==> src/rtl/sha1_digest_capture.sv <==
// -----------------------------------------------------------------------------
// sha1_digest_capture
//
// Consumes the SHA-1 round pipeline's A output stream. On each end-of-block
// strobe it rebuilds the 160-bit digest from the recent history of A, adds the
// SHA-1 initial hash values, and pushes the result into a small output FIFO
// with a valid/ready handshake.
//
// Optional feature macro: SHA1_CAPTURE_COMPARE_EN
//   When defined, the target/mask ports exist and only digests whose word a
//   satisfies ((a ^ target) & mask) == 0 are enqueued (out_match=1 for them).
//   When undefined, every digest is enqueued and out_match is tied 0.
//
// Parameters:
//   FIFO_DEPTH   output FIFO entries (power of two, >= 2)
//
// Ports:
//   clk          clock, all logic on the rising edge
//   reset        synchronous active-high reset
//   A            round pipeline output, one round result per cycle
//   last_in      high on the cycle A holds the round-80 result
//   target/mask  compare value and mask for digest word a (macro only)
//   out_digest   FIFO head {a,b,c,d,e}, a in [159:128]; 0 when empty
//   out_match    compare result for the FIFO head
//   out_valid    FIFO head valid
//   out_ready    consumer accepts the head when high with out_valid
//   spacing_err  sticky: strobes arrived fewer than 5 cycles apart
//   overflow     sticky: a digest was dropped on a full FIFO
//   digest_count digests enqueued, wrapping
//   drop_count   digests dropped, saturating at 0xFFFF
// -----------------------------------------------------------------------------
module sha1_digest_capture #(
  parameter int FIFO_DEPTH = 2
) (
  input  logic         clk,
  input  logic         reset,
  input  logic [31:0]  A,
  input  logic         last_in,
`ifdef SHA1_CAPTURE_COMPARE_EN
  input  logic [31:0]  target,
  input  logic [31:0]  mask,
`endif
  output logic [159:0] out_digest,
  output logic         out_match,
  output logic         out_valid,
  input  logic         out_ready,
  output logic         spacing_err,
  output logic         overflow,
  output logic [31:0]  digest_count,
  output logic [15:0]  drop_count
);

  localparam int          AW      = $clog2(FIFO_DEPTH);
  localparam logic [AW:0] DEPTH_L = (AW + 1)'(FIFO_DEPTH);

  // ---------------------------------------------------------------------------
  // History. The live input A is the newest of the five values (A80), so only
  // four registered slots are needed: r_hist[0]=A79 ... r_hist[3]=A76 on the
  // strobe cycle.
  // ---------------------------------------------------------------------------
  logic [31:0] r_hist [0:3];

  always_ff @(posedge clk) begin
    if (reset) begin
      for (int i = 0; i < 4; i++) r_hist[i] <= '0;
    end else begin
      r_hist[0] <= A;
      for (int i = 1; i < 4; i++) r_hist[i] <= r_hist[i-1];
    end
  end

  // Words c, d and e come from A78..A76, which the round function has already
  // rotated by 30 when it shifted them into C/D/E.
  logic [31:0] w_rot [1:3];
  genvar gi;
  generate
    for (gi = 1; gi < 4; gi++) begin : g_rot
      assign w_rot[gi] = {r_hist[gi][1:0], r_hist[gi][31:2]};
    end
  endgenerate

  logic [31:0] w_a, w_b, w_c, w_d, w_e;
  assign w_a = A          + 32'h6745_2301;
  assign w_b = r_hist[0]  + 32'hEFCD_AB89;
  assign w_c = w_rot[1]   + 32'h98BA_DCFE;
  assign w_d = w_rot[2]   + 32'h1032_5476;
  assign w_e = w_rot[3]   + 32'hC3D2_E1F0;

  // ---------------------------------------------------------------------------
  // Digest stage
  // ---------------------------------------------------------------------------
  logic [159:0] r_digest;
  logic         r_dv;
  logic         w_pass;

`ifdef SHA1_CAPTURE_COMPARE_EN
  logic r_match;
  logic w_match;
  assign w_match = (((w_a ^ target) & mask) == 32'h0);
  assign w_pass  = r_match;
`else
  assign w_pass  = 1'b1;
`endif

  always_ff @(posedge clk) begin
    if (reset) begin
      r_dv     <= 1'b0;
      r_digest <= '0;
`ifdef SHA1_CAPTURE_COMPARE_EN
      r_match  <= 1'b0;
`endif
    end else begin
      r_dv <= last_in;
      if (last_in) begin
        r_digest <= {w_a, w_b, w_c, w_d, w_e};
`ifdef SHA1_CAPTURE_COMPARE_EN
        r_match  <= w_match;
`endif
      end
    end
  end

  // ---------------------------------------------------------------------------
  // Output FIFO. Pointers carry one extra bit so full and empty differ.
  // ---------------------------------------------------------------------------
  logic [159:0] r_mem [0:FIFO_DEPTH-1];
  logic [AW:0]  r_wr_ptr, r_rd_ptr;
  logic [AW:0]  w_count;
  logic         w_empty, w_full, w_pop, w_push_req, w_push, w_drop;

  assign w_count    = r_wr_ptr - r_rd_ptr;
  assign w_empty    = (w_count == '0);
  assign w_full     = (w_count == DEPTH_L);
  assign w_pop      = !w_empty && out_ready;
  assign w_push_req = r_dv && w_pass;
  // A pop on the same edge frees the slot, so a full FIFO still accepts.
  assign w_push     = w_push_req && (!w_full || w_pop);
  assign w_drop     = w_push_req && w_full && !w_pop;

  // Storage has no reset; the pointers alone define what is valid.
  always_ff @(posedge clk) begin
    if (!reset && w_push) r_mem[r_wr_ptr[AW-1:0]] <= r_digest;
  end

  always_ff @(posedge clk) begin
    if (reset) begin
      r_wr_ptr <= '0;
      r_rd_ptr <= '0;
    end else begin
      if (w_push) r_wr_ptr <= r_wr_ptr + 1'b1;
      if (w_pop)  r_rd_ptr <= r_rd_ptr + 1'b1;
    end
  end

  assign out_valid  = !w_empty;
  // Forced to zero when empty so stale storage never shows on the port.
  assign out_digest = w_empty ? '0 : r_mem[r_rd_ptr[AW-1:0]];

`ifdef SHA1_CAPTURE_COMPARE_EN
  // Only matching digests are ever stored, so every valid head matched.
  assign out_match = out_valid;
`else
  assign out_match = 1'b0;
`endif

  // ---------------------------------------------------------------------------
  // Strobe spacing. r_gap = cycles since the previous strobe, saturating at 7;
  // 0 means no strobe seen since reset, so the first strobe is never flagged.
  // ---------------------------------------------------------------------------
  logic [2:0] r_gap;
  logic       r_spacing_err;

  always_ff @(posedge clk) begin
    if (reset) begin
      r_gap         <= 3'd0;
      r_spacing_err <= 1'b0;
    end else if (last_in) begin
      if ((r_gap != 3'd0) && (r_gap < 3'd5)) r_spacing_err <= 1'b1;
      r_gap <= 3'd1;
    end else if ((r_gap != 3'd0) && (r_gap != 3'd7)) begin
      r_gap <= r_gap + 3'd1;
    end
  end

  assign spacing_err = r_spacing_err;

  // ---------------------------------------------------------------------------
  // Statistics
  // ---------------------------------------------------------------------------
  logic        r_overflow;
  logic [31:0] r_digest_count;
  logic [15:0] r_drop_count;

  always_ff @(posedge clk) begin
    if (reset) begin
      r_overflow     <= 1'b0;
      r_digest_count <= '0;
      r_drop_count   <= '0;
    end else begin
      if (w_push) r_digest_count <= r_digest_count + 32'd1;
      if (w_drop) begin
        r_overflow <= 1'b1;
        if (r_drop_count != 16'hFFFF) r_drop_count <= r_drop_count + 16'd1;
      end
    end
  end

  assign overflow     = r_overflow;
  assign digest_count = r_digest_count;
  assign drop_count   = r_drop_count;

endmodule

==> config.mk <==
export PLATFORM = sky130hd
export DESIGN_NAME = sha1_digest_capture
export DESIGN_NICKNAME = d
export VERILOG_FILES = /design/src/rtl/sha1_digest_capture.sv
export SDC_FILE = /design/constraint.sdc
export NUM_CORES = 1
export LEC_CHECK = 0
export CAP_MARGIN = 10
export CORE_UTILIZATION = 35
export DETAILED_ROUTE_END_ITERATION = 7
export PLACE_DENSITY = 0.59
export SLEW_MARGIN = 20
export SYNTH_ARGS = -nofsm -noshare
export SYNTH_HDL_FRONTEND = slang
export SYNTH_SLANG_ARGS = --single-unit
==> constraint.sdc <==
create_clock -name clk -period 19.5 [get_ports clk]
set_clock_uncertainty 0.2 [all_clocks]
set_input_delay 1.95 -clock clk [delete_from_list [all_inputs] [get_ports clk]]
set_output_delay 1.95 -clock clk [all_outputs]
set_load 0.005 [all_outputs]
=== Word-level counts from Yosys, hierarchy flattened ===
Memory sizes are Yosys's and may differ from the RTL's. A register that Yosys moved wholly into a read port is not among the register bits.
Cells that the tools add are included.

* $add $sub $neg: 11
* Multiply operators: 0
* Div/mod/pow operators: 0
* $lt $le $gt $ge: 1
* Equality and inequality tests: 3
* Shift operators: 0
* Muxes and demuxes: 14
* Bitwise operators: 4
* Reduce and logical (&&, ||, !) cells: 18

{| class="wikitable"
|+ Operator list
! kind !! count
|-
| two-way mux 160 bit || 1
|-
| two-way mux 32 bit || 4
|-
| adder 32 bit (second input constant) || 3
|-
| adder 32 x 1 -> 32 bit (second input constant) || 1
|-
| adder 32 x 29 -> 32 bit (second input constant) || 1
|-
| adder 32 x 31 -> 32 bit (second input constant) || 1
|-
| adder 16 x 1 -> 16 bit (second input constant) || 1
|-
| != test 16 bit (second input constant) || 1
|-
| two-way mux 1 bit || 9
|-
| logical AND 1 bit || 7
|-
| adder 2 x 1 -> 2 bit (second input constant) || 2
|-
| logical NOT 1 bit || 4
|-
| OR 1 bit || 4
|-
| AND reduction 2 bit || 2
|-
| adder 3 x 1 -> 3 bit (second input constant) || 1
|-
| less-than comparator 3 bit (second input constant) || 1
|-
| != test 3 bit (second input constant) || 1
|-
| nonzero test 3 bit || 1
|-
| == test 2 bit (second input constant) || 1
|-
| logical NOT 2 bit || 1
|-
| nonzero test 2 bit || 1
|-
| OR reduction 2 bit || 1
|-
| subtractor 2 bit || 1
|-
| logical OR 1 bit || 1
|}

* Flip-flop bits (word level): 218
* Bits in latches: 0
* Bits in writable memories: 448
* Bits in read-only memories: 0
* Output and inout port bits: 212
* Word-level logic and storage cells: 63
* Memories: 2

{| class="wikitable"
|+ Memory list
! name !! words !! width !! rd ports !! clocked after Yosys merged registers in !! wr ports !! line !! source
|-
| r_mem || 2 || 160 || 1 || 1 || 1 || 126 || <nowiki>logic [159:0] r_mem [0:FIFO_DEPTH-1];</nowiki>
|-
| r_hist || 4 || 32 || 4 || 0 || 4 || 61 || <nowiki>logic [31:0] r_hist [0:3];</nowiki>
|}

=== Logic depth before layout (Yosys ltp) ===
* Depth after elaboration: 9
* Gate-level depth with buffers: 9
* Depth with buffers taken out: 8

=== Worst setup path before layout ===
OpenSTA, ideal clock, no wires.

* Kind: input -> register
* Start point: in reset
* End point: mem r_mem[1][0] (enable)
* Library setup time: 0.908 ns
* Data arrival time: 13.982 ns
* Required time: 18.392 ns
* Slack: 4.409 ns
* Cell stages on the path: 3
* Buffers on the path: 2
* Cell sequence: clkbuf_1 > clkbuf_1 > nor3b_1

* Longest elaborated chain between the ends: 4

{| class="wikitable"
|+ RTL lines
! element !! line !! source
|-
| start, declared || 36 || <nowiki>input logic reset,</nowiki>
|-
| logical NOT 1 bit || 142 || <nowiki>if (!reset && w_push) r_mem[r_wr_ptr[AW-1:0]] <= r_digest;</nowiki>
|-
| logical AND 1 bit || 142 ||
|-
| two-way mux 1 bit || 142 ||
|-
| two-way mux 1 bit (not written as such) || 142 ||
|-
| end, declared || 126 ||
|}

No other way between the ends.

==> impl_metrics.csv <==
group,metric,value,unit
drt,vias,17800,
drt,postRouteAntennaNets,0,
clocking,clock-root-buffer,"clkbuf_16",
drt,avgViaCountPerCell,5.00,
placement,place_inst,3415,
final_layout,instances_no_fill,3555,
floorplanning,initial_utilization,0.355,
final_layout,final_common_cell,"nor2_1",
pwr,p_leak,11.1,nW
worst_setup_path,cp-end-kind,"primary output",
clocking,h-tree-depth,3,
global_route,grt_antenna_before_repair,5,
logic_synthesis,synth_ff_type,"dfxtp_1",
worst_setup_path,startpoint_type,"flop",
logic_synthesis,async_flop_share,0,
drt,wl_per_cell,19.2,um
clocking,cts.sinks,667,
timing,period_minus_slack,6.54,ns
global_route,grt_pass1_wl,105000,um
final_layout,final_util,0.433,
logic_synthesis,yosys_warnings,0,
worst_setup_path,critPathKind,"reg2out",
timing,whs,0.253,ns
clocking,postCtsHoldBufs,0,
pwr,peakVddDrop,0.0000636,V
clocking,clk_pin_slew,0.06,ns
logic_synthesis,synth_edf_count,320,
final_layout,final_layout_size_suffix_gt1_frac,0.0608,
timing,setup_viol_count_final,0,
worst_setup_path,crit_path_max_fanout,58,
floorplanning,core-area,74700,um2
floorplanning,top_level_ports,248,
final_layout,final_cell_mix,"nor2_1 (366), dfxtp_1 (346), edfxtp_1 (320), clkdlybuf4s50_1 (244), mux2i_1 (186)",
worst_setup_path,rr_worst_depth,5,
floorplanning,fp.dieArea,77000,um2
global_route,grt_use_total,0.176,
logic_synthesis,ys_seq_area_frac,0.624,
global_route,grt_start_max_net_pins,161,
logic_synthesis,synth_cell_types,84,
global_route,overflow,0,
drt,routed_wl,68300,um
placement,place_congestion,0.860,
flow_run,cap_violations,0,
final_layout,area_growth,21.9,%
global_route,grt_pass1_vias,17700,
floorplanning,die_w,277,um
worst_setup_path,worstPathCellList,"buf_4, buf_4, mux2i_1, nor2_1, clkdlybuf4s50_1",
timing,maxSlewViolCount,0,
clocking,clockBufferDepth,3,
placement,placement.io_buffers,246,
placement,dp_hpwl,47100,um
timing,setup_tns,0,ns
worst_setup_path,slowest_stage,"dfxtp_4",
clocking,worst_skew_pair.late_latency,0.61,ns
drt,drt_pre_antenna_iters,5,
logic_synthesis,netlist_area,26500,um2
timing,tightest_slew,1.06,ns
clocking,post_cts_buffers,0,
worst_setup_path,arrival,4.39,ns
logic_synthesis,postSynthAreaPerCell,11.5,um2
logic_synthesis,ys_ff_latch,667,
clocking,tritoncts,"yes",
pwr,powerDensity,106,nW/um2
worst_setup_path,cp_common_cell,"buf_4",
drt,drt-initial-drc-count,1089,
drt,drc,0,
min_path,min_path_cells,0,
timing,fmax,0.153,GHz
final_layout,final_net_count,2567,
logic_synthesis,synth_nets,2354,
floorplanning,die_h,277,um
clocking,numCtsBuffers,74,
worst_setup_path,cpPeakStageDelay,0.96,ns
logic_synthesis,synth_cells,2309,
status,outcome,"completed",
timing,hold_viol,0,
timing,min_period_over_period,0.335,
floorplanning,num_rows,100,
pwr,power,3.42,mW
worst_setup_path,rrSetupSlack,16.62,ns
worst_setup_path,critical_path_required,17.35,ns
min_path,hold_class,"reg2reg",
timing,rsz0062_at_grt,"no",
timing,slew_headroom,0.293,
clocking,cts_resized,0,
-- synthesized netlist by cell type (4+ instances only) --
master | n | area share
or4_1 | 6 | 0.0017
a211oi_1 | 57 | 0.016
a21o_1 | 7 | 0.0020
edfxtp_1 | 320 | 0.36
ha_1 | 9 | 0.0042
o211ai_1 | 6 | 0.0017
mux2i_1 | 186 | 0.070
nor3_1 | 41 | 0.0077
inv_1 | 30 | 0.0042
xor2_1 | 72 | 0.024
o31ai_1 | 5 | 0.0014
nand3_1 | 43 | 0.0081
nor4_1 | 13 | 0.0031
buf_1 | 12 | 0.0017
and4_1 | 7 | 0.0023
a21boi_0 | 5 | 0.0014
nand2_1 | 125 | 0.018
a311oi_1 | 13 | 0.0043
buf_2 | 8 | 0.0015
and2_1 | 11 | 0.0026
nand4_1 | 17 | 0.0040
o21bai_1 | 6 | 0.0017
and3_1 | 21 | 0.0049
a22o_1 | 4 | 0.0013
a21oi_1 | 53 | 0.010
o21ai_0 | 87 | 0.016
a41oi_1 | 4 | 0.0013
clkbuf_1 | 100 | 0.014
a31oi_1 | 8 | 0.0019
nand3b_1 | 6 | 0.0017
nor2b_1 | 126 | 0.030
or3_1 | 15 | 0.0035
o21a_1 | 6 | 0.0017
dfxtp_1 | 347 | 0.26
nor2_1 | 368 | 0.052
o21ai_1 | 7 | 0.0013
xnor2_1 | 83 | 0.027
nand2b_1 | 6 | 0.0014
-- registers in the layout, indices dropped and copies added (netlist names), named ones only --
register      cells
r_mem           320
r_digest        160
r_hist          128
digest_count     32
drop_count       16
r_gap             3
r_rd_ptr          2
r_wr_ptr          2
overflow          1
r_dv              1
spacing_err       1
-- layout make-up --
type	instances	area, um2
antenna	2	5.00
clock buffer	97	2050
clock inverter	41	392
fill	6884	42300
inverter	30	113
multi-input combinational	1488	9420
sequential	667	16600
tap	969	1210
timing repair buffer	261	2610
-- metal layers --
metal,track usage,share of wire,vias up
li1,-,-,8597
met5,0,0.00056,-
met3,0.0350,0.044,109
met2,0.303,0.50,418
met4,0.0530,0.025,6
met1,0.220,0.43,8651
-- worst max-delay path, delay by kind of cell (launching register included) --
kind,cells,cell delay [ns]
muxes,1,0.22
and+or+nand+nor,1,0.14
DFF,1,0.96
buffers and inverters,3,2.20
-- through the flow --
step / area, um2 / worst slack, ns
after floorplan: 26500 / 4.41
after global placement: 29900 / 13.68
after detailed placement: 29900 / 13.57
after CTS: 32400 / 12.89
after global routing: 32400 / 12.70
final: 32400 / 12.96
-- path summary, 6_finish.rpt --
kind | from | endpoint
worst max-delay path | flop | out_digest[33]
worst min-delay path | r_digest[74]$_SDFFE_PP0P_ | r_mem[0][74]$_DFFE_PP_
worst max register to register | r_wr_ptr[0]$_SDFFE_PP0P_ | r_mem[1][117]$_DFFE_PP_
worst min register to register | r_digest[74]$_SDFFE_PP0P_ | r_mem[0][74]$_DFFE_PP_
-- kinds of logic (layout without fill, tap and decap cells) --
kind of cell / count (synthesis) / count (layout) / share of synthesized area
compound gates: 310 / 310 / 0.0796
xor+xnor: 155 / 155 / 0.0511
fa+ha+maj: 9 / 9 / 0.00424
buf+inv: 154 / 429 / 0.0227
flops: 667 / 667 / 0.624
mux: 186 / 186 / 0.0701
other cells: 1 / 3 / 0.000141
simple gates: 827 / 827 / 0.149
-- where the power goes --
group,internal (mW),switching [mW]
Sequential,1.52,0.0571
Combinational,0.231,0.224
Clock,0.816,0.564
Total,2.57,0.845
(Power assumes the default switching activity.)
